===== config.mk =====
export PLATFORM = sky130hd
export DESIGN_NAME = prog_loader_flat
export DESIGN_NICKNAME = d
export VERILOG_FILES = /design/src/rtl/prog_loader_pkg.sv /design/src/rtl/prog_loader_if.sv /design/src/rtl/loader_csum.sv /design/src/rtl/prog_loader.sv /design/src/flat_wrapper.sv
export SDC_FILE = /design/constraint.sdc
export NUM_CORES = 1
export LEC_CHECK = 0
export CORE_MARGIN = 5
export CORE_UTILIZATION = 55
export CTS_BUF_LIST = sky130_fd_sc_hd__clkbuf_4 sky130_fd_sc_hd__clkbuf_8
export DETAILED_ROUTE_END_ITERATION = 12
export PLACE_DENSITY = 0.8
export SKIP_LAST_GASP = 1
export SLEW_MARGIN = 20
export SYNTH_ARGS = -nofsm -noshare
export SYNTH_HDL_FRONTEND = slang
export SYNTH_SLANG_ARGS = --single-unit

===== constraint.sdc =====
create_clock -name clka -period 5.7 [get_ports clka]
set_input_delay 1.14 -clock clka [delete_from_list [all_inputs] [get_ports clka]]
set_output_delay 1.14 -clock clka [all_outputs]
set_load 0.05 [all_outputs]

===== src/rtl/prog_loader_pkg.sv =====
// Shared program-memory geometry and loader frame-state encoding.
package prog_loader_pkg;

  // RAM geometry shared by stage1, the dual-port RAM and the loader.
  localparam int unsigned RamAddrW = 10;
  localparam int unsigned RamDataW = 16;

  typedef enum logic [3:0] {
    StIdle,
    StAddrHi,
    StAddrLo,
    StCntHi,
    StCntLo,
    StDataHi,
    StDataLo,
    StWrite,
    StCsum,
    StStart,
    StDone,
    StError
  } state_e;

endpackage


===== src/rtl/prog_loader_if.sv =====
// Byte-stream input and RAM write-port bundle of the program loader.
interface prog_loader_if #(
  parameter int unsigned ADDR_W = prog_loader_pkg::RamAddrW
);
  import prog_loader_pkg::*;

  logic                in_valid;
  logic [7:0]          in_data;
  logic                in_ready;
  logic                ena;
  logic                wea;
  logic [ADDR_W-1:0]   addra;
  logic [RamDataW-1:0] dia;

  // master: the loader (consumes bytes, drives RAM port a)
  modport master (
    input  in_valid, in_data,
    output in_ready, ena, wea, addra, dia
  );

  // slave: host byte source plus RAM port a
  modport slave (
    output in_valid, in_data,
    input  in_ready, ena, wea, addra, dia
  );

endinterface


===== src/rtl/loader_csum.sv =====
// 8-bit XOR frame checksum: clear, accumulate, and compare against the incoming byte.
module loader_csum (
  input  logic       clk_i,
  input  logic       rst_ni,
  input  logic       clear_i,
  input  logic       accum_i,
  input  logic [7:0] data_i,
  output logic       match_o
);

  logic [7:0] sum_q, sum_d;

  // Clear wins over accumulate so a new load starts from zero.
  always_comb begin
    sum_d = sum_q;
    if (clear_i) begin
      sum_d = '0;
    end else if (accum_i) begin
      sum_d = sum_q ^ data_i;
    end
  end

  // Accumulator register.
  always_ff @(posedge clk_i or negedge rst_ni) begin
    if (!rst_ni) begin
      sum_q <= '0;
    end else begin
      sum_q <= sum_d;
    end
  end

  assign match_o = (data_i == sum_q);

endmodule


===== src/rtl/prog_loader.sv =====
// Program loader: parses a framed byte stream, writes 16-bit words to RAM port a,
// and pulses the CPU reset after a frame with a good checksum.
module prog_loader
  import prog_loader_pkg::*;
#(
  parameter int unsigned ADDR_W         = RamAddrW,
  parameter int unsigned CPU_RST_CYCLES = 1
) (
  input  logic              clka,
  input  logic              rst,
  input  logic              start_i,
  prog_loader_if.master     bus,
  output logic              cpu_rst_o,
  output logic              busy_o,
  output logic              done_o,
  output logic              error_o,
  output logic [ADDR_W:0]   words_written_o
);

  localparam int unsigned MaxWords = 1 << ADDR_W;
  localparam int unsigned RstCntW  = (CPU_RST_CYCLES > 1) ? $clog2(CPU_RST_CYCLES) : 1;
  localparam logic [RstCntW-1:0] RstLast = RstCntW'(CPU_RST_CYCLES - 1);
  localparam logic [ADDR_W:0]    CntOne  = 1;

  state_e              state_q, state_d;
  logic [ADDR_W-1:0]   addr_q, addr_d;
  logic [ADDR_W:0]     cnt_q, cnt_d;
  logic [ADDR_W:0]     ww_q, ww_d;
  logic [7:0]          hi_q, hi_d;
  logic [ADDR_W-1:0]   addra_q, addra_d;
  logic [RamDataW-1:0] dia_q, dia_d;
  logic [RstCntW-1:0]  rcnt_q, rcnt_d;

  logic        in_ready;
  logic        accept;
  logic [15:0] word16;
  logic        addr_oob;
  logic        cnt_oob;
  logic        csum_clear;
  logic        csum_accum;
  logic        csum_match;

  assign in_ready = state_q inside {StAddrHi, StAddrLo, StCntHi, StCntLo,
                                    StDataHi, StDataLo, StCsum};
  assign accept   = bus.in_valid & in_ready;
  // Big-endian pair: buffered high byte plus the byte on the bus now.
  assign word16   = {hi_q, bus.in_data};
  assign addr_oob = (32'(word16) >> ADDR_W) != 32'd0;
  assign cnt_oob  = 32'(word16) > MaxWords;
  // The CSUM byte itself is compared, never accumulated.
  assign csum_accum = accept & (state_q != StCsum);

  loader_csum u_csum (
    .clk_i   (clka),
    .rst_ni  (rst),
    .clear_i (csum_clear),
    .accum_i (csum_accum),
    .data_i  (bus.in_data),
    .match_o (csum_match)
  );

  // Frame parser next-state and datapath updates.
  always_comb begin
    state_d    = state_q;
    addr_d     = addr_q;
    cnt_d      = cnt_q;
    ww_d       = ww_q;
    hi_d       = hi_q;
    addra_d    = addra_q;
    dia_d      = dia_q;
    rcnt_d     = rcnt_q;
    csum_clear = 1'b0;
    unique case (state_q)
      StIdle, StDone, StError: begin
        if (start_i) begin
          ww_d       = '0;
          csum_clear = 1'b1;
          state_d    = StAddrHi;
        end
      end
      StAddrHi, StCntHi, StDataHi: begin
        if (accept) begin
          hi_d = bus.in_data;
          unique case (state_q)
            StAddrHi: state_d = StAddrLo;
            StCntHi:  state_d = StCntLo;
            default:  state_d = StDataLo;
          endcase
        end
      end
      StAddrLo: begin
        if (accept) begin
          if (addr_oob) begin
            state_d = StError;
          end else begin
            addr_d  = word16[ADDR_W-1:0];
            state_d = StCntHi;
          end
        end
      end
      StCntLo: begin
        if (accept) begin
          if (cnt_oob) begin
            state_d = StError;
          end else if (word16 == 16'd0) begin
            state_d = StCsum;
          end else begin
            cnt_d   = word16[ADDR_W:0];
            state_d = StDataHi;
          end
        end
      end
      StDataLo: begin
        if (accept) begin
          dia_d   = word16;
          addra_d = addr_q;
          state_d = StWrite;
        end
      end
      StWrite: begin
        // Address wraps naturally at 2**ADDR_W.
        addr_d  = addr_q + 1'b1;
        ww_d    = ww_q + 1'b1;
        cnt_d   = cnt_q - 1'b1;
        state_d = (cnt_q == CntOne) ? StCsum : StDataHi;
      end
      StCsum: begin
        if (accept) begin
          if (csum_match) begin
            rcnt_d  = '0;
            state_d = StStart;
          end else begin
            state_d = StError;
          end
        end
      end
      StStart: begin
        if (rcnt_q == RstLast) begin
          state_d = StDone;
        end else begin
          rcnt_d = rcnt_q + 1'b1;
        end
      end
      default: state_d = StIdle;
    endcase
  end

  // State and datapath registers; reset aborts any load in progress.
  always_ff @(posedge clka or negedge rst) begin
    if (!rst) begin
      state_q <= StIdle;
      addr_q  <= '0;
      cnt_q   <= '0;
      ww_q    <= '0;
      hi_q    <= '0;
      addra_q <= '0;
      dia_q   <= '0;
      rcnt_q  <= '0;
    end else begin
      state_q <= state_d;
      addr_q  <= addr_d;
      cnt_q   <= cnt_d;
      ww_q    <= ww_d;
      hi_q    <= hi_d;
      addra_q <= addra_d;
      dia_q   <= dia_d;
      rcnt_q  <= rcnt_d;
    end
  end

  assign bus.in_ready    = in_ready;
  assign bus.ena         = (state_q == StWrite);
  assign bus.wea         = (state_q == StWrite);
  assign bus.addra       = addra_q;
  assign bus.dia         = dia_q;
  assign cpu_rst_o       = (state_q == StStart);
  assign done_o          = (state_q == StDone);
  assign error_o         = (state_q == StError);
  assign busy_o          = !(state_q inside {StIdle, StDone, StError});
  assign words_written_o = ww_q;

endmodule

===== src/flat_wrapper.sv =====
// flat-port wrapper written by rule: the top's interface ports become plain ports
module prog_loader_flat import prog_loader_pkg::*;
#(
  parameter int unsigned ADDR_W         = RamAddrW,
  parameter int unsigned CPU_RST_CYCLES = 1
)
  (clka, rst, start_i, cpu_rst_o, busy_o, done_o, error_o, words_written_o, bus_in_valid, bus_in_data, bus_in_ready, bus_ena, bus_wea, bus_addra, bus_dia);
  prog_loader_if #(.ADDR_W(ADDR_W)) bus_i ();
  input  logic clka;
  input  logic rst;
  input  logic start_i;
  output logic cpu_rst_o;
  output logic busy_o;
  output logic done_o;
  output logic error_o;
  output logic [ADDR_W:0] words_written_o;
  input wire logic [$bits(bus_i.in_valid)-1:0] bus_in_valid;
  input wire logic [$bits(bus_i.in_data)-1:0] bus_in_data;
  output wire logic [$bits(bus_i.in_ready)-1:0] bus_in_ready;
  output wire logic [$bits(bus_i.ena)-1:0] bus_ena;
  output wire logic [$bits(bus_i.wea)-1:0] bus_wea;
  output wire logic [$bits(bus_i.addra)-1:0] bus_addra;
  output wire logic [$bits(bus_i.dia)-1:0] bus_dia;
  assign bus_i.in_valid = bus_in_valid;
  assign bus_i.in_data = bus_in_data;
  assign bus_in_ready = bus_i.in_ready;
  assign bus_ena = bus_i.ena;
  assign bus_wea = bus_i.wea;
  assign bus_addra = bus_i.addra;
  assign bus_dia = bus_i.dia;
  prog_loader #(.ADDR_W(ADDR_W), .CPU_RST_CYCLES(CPU_RST_CYCLES)) u_core (.clka(clka), .rst(rst), .start_i(start_i), .bus(bus_i), .cpu_rst_o(cpu_rst_o), .busy_o(busy_o), .done_o(done_o), .error_o(error_o), .words_written_o(words_written_o));
endmodule

; Word-level counts from Yosys, hierarchy flattened
; Index checks and enable logic that the tools add are counted.
[word_totals]
ff_bits = 79
input_bits = 12
output_inout_bits = 44
word_cells = 93
[op_classes]
addsub = 4
magnitude_cmp = 1
eq_ne = 25
n_mux = 31
n_bitwise = 3
n_reduce_logical = 20
[ops]
columns = cell, count
row1 = 11-bit 2-to-1 mux, 4
row2 = 4-bit 2-to-1 mux, 11
row3 = 11-bit one-hot mux with 2 select lines, 2
row4 = 4-bit one-hot mux with 8 select lines, 1
row5 = 32-bit nonzero test, 1
row6 = 10-bit 2-to-1 mux, 2
row7 = 10-bit one-hot mux with 2 select lines, 1
row8 = "4-bit by 3-bit equality test with 1-bit output, second input constant", 4
row9 = "4-bit equality test, second input constant", 4
row10 = "16-bit by 11-bit greater-than comparator with 1-bit output, second input constant", 1
row11 = 16-bit logical NOT, 1
row12 = 8-bit 2-to-1 mux, 2
row13 = "2-bit by 1-bit != test with 1-bit output, second input constant", 6
row14 = "11-bit by 1-bit adder with 11-bit output, second input constant", 1
row15 = "11-bit by 1-bit equality test with 1-bit output, second input constant", 1
row16 = "11-bit by 1-bit subtractor with 11-bit output, second input constant", 1
row17 = "10-bit by 1-bit adder with 10-bit output, second input constant", 1
row18 = "2-bit != test, second input constant", 5
row19 = 2-bit nonzero test, 5
row20 = "4-bit by 2-bit equality test with 1-bit output, second input constant", 2
row21 = 8-bit equality test, 1
row22 = 8-bit XOR, 1
row23 = 7-bit AND reduction, 1
row24 = 7-bit nonzero test, 1
row25 = 15 further kinds, 24

; Logic depth before layout (Yosys ltp)
[logic_depth]
depth_word = 6
mapped_depth = 10

; Modules after synthesis
; Synthesis repeated with hierarchy kept, for this count alone.
[unflattened]
cells_unflattened = 422
hier_area_um2 = 4112.7
[modules_own_cells]
columns = module, instances, cells_per_inst, area_each_um2, seq_area_each_um2
row1 = prog_loader, 1, 377, 3687.3, 1751.7
row2 = loader_csum, 1, 45, 425.4, 200.2

; Worst setup path before layout
; No wires, ideal clock.
[synth_timing]
kind = register to output
startpoint = register u_core.state_q[2]
endpoint = output bus_in_ready
arrival_ns = 2.236
slack_ns = 2.324
stages_incl_launch_ff = 5
path_buffers = 2
cell_sequence = dfrtp_1 > buf_2 > buf_1 > or2_2 > a222oi_1
[synth_between]
elab_chain_cells = 2
word_cells_on_any_way = 8
[synth_lines]
columns = element, line
row1 = "start, declared", prog_loader.sv:25  ; state_e state_q, state_d;
row2 = "start signal, assigned", prog_loader.sv:151  ; state_q <= StIdle;
row3 = "start signal, assigned", prog_loader.sv:160  ; state_q <= state_d;
row4 = "4-bit by 1-bit equality test with 1-bit output, or another cell as far along", prog_loader.sv:43  ; assign in_ready = state_q inside {StAddrHi, StAddrLo, StCntHi, StCntLo,
row5 = 7-bit nonzero test *, prog_loader.sv:43
row6 = "end, declared", flat_wrapper.sv:19  ; output wire logic [$bits(bus_i.in_ready)-1:0] bus_in_ready;
; Every way passes the cells marked *; elsewhere a longest branch is shown, timed or not.

; Final worst setup path
[layout_timing]
startpoint = register u_core.state_q[1]
endpoint = output bus_ena
[layout_between]
elab_chain_cells = 1
[layout_lines]
columns = element, line
row1 = 4-bit by 3-bit equality test with 1-bit output, prog_loader.sv:172  ; assign bus.ena = (state_q == StWrite);
row2 = "end, declared", flat_wrapper.sv:20  ; output wire logic [$bits(bus_i.ena)-1:0] bus_ena;
; No other way between the ends.

==> flow_metrics.py <==
metrics = {
    "status": {
        "status": "complete, no violations",
    },
    "timing": {
        "period_minus_slack_ns": 4.54,
        "setup_viol": 0,
        "slew_violations": 0,
        "hold_viol_final": 0,
        "tightest_slew_ns": 0.893,
        "fin_crit_sh_pct": 79.6,
        "fin_setup_tns_ns": 0,
        "fin_worst_skew_ns": 0.0104,
        "grt_setup_unrepaired": "false",
        "max-slew-margin-rel_pct": 40.1,
        "hold_ws_ns": 0.501,
        "fmax_mhz": 220,
    },
    "synthesis": {
        "synth_top_area_share_pct": 46.3,
        "synth_cell_type_count": 61,
        "yosys.area_share.simple_pct": 19.2,
        "synthMuxAreaShare_pct": 9.58,
        "synth_common_cells": "78 x dfrtp_1, 43 x nand2_1, 38 x nor2_1",
        "ys_ff_latch": 78,
        "synthAdderAreaFrac_pct": 1.19,
        "synth-main-ff-cell": "dfrtp_1",
        "synth-compound-area-share_pct": 16.9,
        "ys_async_sr_fraction_pct": 100,
        "synth_warnings": 0,
        "netlist_area_mm2": 0.00422,
        "syn_nets": 457,
        "syn_area_per_cell_um2": 9.57,
        "synth_top_cell_by_area": "dfrtp_1",
        "yosysSeqAreaShare_pct": 46.3,
        "synth_xor_area_share_pct": 2.91,
        "synth_edf_count": 0,
        "synth_top_family_by_area": "simple AND/OR/NAND/NOR gates",
        "synth_area_leaders": "dfrtp_1 46%, mux2_2 9.3%, o21ai_0 4.4%, nand2_1 3.8%, a21oi_1 3.7%",
        "syn_inst": 441,
        "yosysMostFrequentCell": "dfrtp_1",
    },
    "worst_hold_path": {
        "hold_path_class": "reg -> reg",
    },
    "power_and_ir_drop": {
        "ir_drop_uv": 399,
        "powerDensity_mw_per_mm2": 548,
        "leakage_nw": 2.03,
        "power_mw": 2.75,
    },
    "final_layout": {
        "n_antenna_cell": 0,
        "nFillCells": 590,
        "finalNonFillerCells": 587,
        "fin_nets": 496,
        "drive_gt1_share_pct": 14.6,
        "area_growth_pct": 18.9,
        "post-route-util_pct": 66.0,
    },
    "critical_path": {
        "slowest_stage": "clkdlybuf4s50_1",
        "cp.required_ns": 4.56,
        "cp_cell_sequence": "nand3b_1 > or2_2 > inv_2 > clkdlybuf4s50_1",
        "cp-start-kind": "flip-flop",
        "cp_slowest_stage_delay_ns": 0.94,
        "path_max_fanout": 47,
        "end_kind": "output port",
        "crit_type": "reg -> out",
        "arrival_ns": 3.40,
    },
    "routing": {
        "drtIter0Drc": 230,
        "drcViolationCount": 0,
        "vias_per_cell": 5.96,
        "dr.pass1.iters": 5,
        "ant_nets": 0,
        "wl_um": 9910,
        "vias": 3501,
        "wire_per_inst_um": 16.9,
    },
    "global_route": {
        "grt_pass1_wl_um": 16700,
        "antenna_found_initial": 0,
        "grt-ovfl-total": 0,
        "grt_max_degree": 79,
        "grt_pass1_vias": 3366,
        "grt_use_total_pct": 21.4,
    },
    "cts": {
        "clock_path_buffers": 2,
        "post_cts_buffers": 0,
        "clockRootBuffer": "clkbuf_8",
        "clk_latency_ns": 0.36,
        "cts_buffers": 9,
        "htree_levels": 3,
        "cts_sinks": 78,
        "clkTransAtPathRegs_ns": 0.09,
        "cts_hold_buf": 0,
        "cts_tree": "yes",
        "cts_resized": 0,
    },
    "place": {
        "io_buffer_count": 55,
        "dp_cells": 570,
        "place_congestion": 0.845,
        "place.detailed.hpwl_um": 6620,
    },
    "die": {
        "start_util_pct": 55.5,
        "die_area_mm2": 0.00952,
        "die_y_um": 97.6,
        "row_count": 32,
        "die-width_um": 97.6,
        "core_mm2": 0.00761,
        "io-pin-count": 56,
    },
    "run": {
        "drv_cap": 0,
    },
}
through the flow:
stage / cell area, um^2 / setup slack [ns]
after global placement: 4770 / 1.65
after floorplan: 4220 / 2.32
after CTS: 4990 / 1.17
after detailed placement: 4770 / 1.55
final: 5020 / 1.16
after global routing: 5020 / 0.921
path summary, 6_finish.rpt:
check / endpoint / slack, ns / start / cells after the start
min in group asynchronous: u_core.u_csum.sum_q[4] / 0.73 / rst / 1
worst min register to register: u_core.u_csum.sum_q[5] / 0.50 / u_core.u_csum.sum_q[5] / 1
max in group asynchronous: u_core.words_written_o[8] / 4.37 / rst / 2
worst max-delay path: bus_ena / 1.16 / u_core.state_q[1] / 4
worst max register to register: u_core.cnt_q[7] / 2.79 / u_core.state_q[1] / 5
worst min-delay path: u_core.u_csum.sum_q[5] / 0.50 / u_core.u_csum.sum_q[5] / 1
layout by cell type, fill, tap and decap left out, types with 3 or more instances in the layout:
master,Yosys,layout
a21o_1,3,3
a21oi_1,31,31
a221o_1,5,5
a31oi_1,4,4
and2_1,3,3
and3_1,6,6
clkbuf_8,0,9
clkdlybuf4s50_1,0,54
dfrtp_1,78,78
ha_1,4,4
inv_1,7,7
mux2_2,35,35
nand2_1,43,43
nand2b_1,3,3
nand3_1,18,18
nand4_1,7,7
nor2_1,38,38
nor2b_1,4,4
nor3_1,9,7
nor3b_1,4,4
nor4_1,3,3
o211ai_1,4,4
o21ai_0,37,37
o22ai_1,4,4
o31ai_1,4,4
or2_2,4,4
or3_1,3,3
or4_1,3,3
xnor2_1,9,9
xor2_1,5,5
report_power, final:
group / total (mW) / switching (mW) / internal, mW
Clock: 0.457 / 0.208 / 0.249
Sequential: 1.02 / 0.249 / 0.770
Combinational: 1.27 / 0.771 / 0.503
Total: 2.75 / 1.23 / 1.52
routing by layer:
metal / wire length [um] / vias up / global-route usage [%]
li1: - / 1681 / -
met1: 4610 / 1688 / 30.2
met2: 4620 / 112 / 32.9
met3: 462 / 20 / 3.73
met4: 221 / 0 / 7.99
met5: 0 / - / 0
critical path: cells and delay by family (launching register included):
family	cells	cell delay [ns]
flops	1	0.74
simple gates	2	0.74
buf+inv	2	1.56
area by class of cell:
cell class              count  area (um^2)  share of cell area, %
multi-input cells         325         2110                   42.0
flip-flops and latches     78         1950                   38.9
repair buffers             57          576                   11.5
well taps                 102          128                   2.54
clock buffers               9          124                   2.47
clock inverters             7         97.6                   1.95
inverters                   9         33.8                  0.673
flip-flops by register name, summed over array words and instances, names as in the netlist:
register,flops
u_core.hi_q,8
u_core.cnt_q,11
u_core.words_written_o,11
u_core.bus.dia,16
u_core.state_q,4
u_core.addr_q,10
u_core.bus.addra,10
u_core.u_csum.sum_q,8
logic make-up after synthesis:
group / count (synthesis)
multiplexers: 36
XOR/XNOR: 14
flip-flops: 78
AND/OR/NAND/NOR: 158
buffers and inverters: 38
adder cells (fa/ha/maj): 4
AO/OA/AOI/OAI: 113
Power figures use the tool's default switching activity.
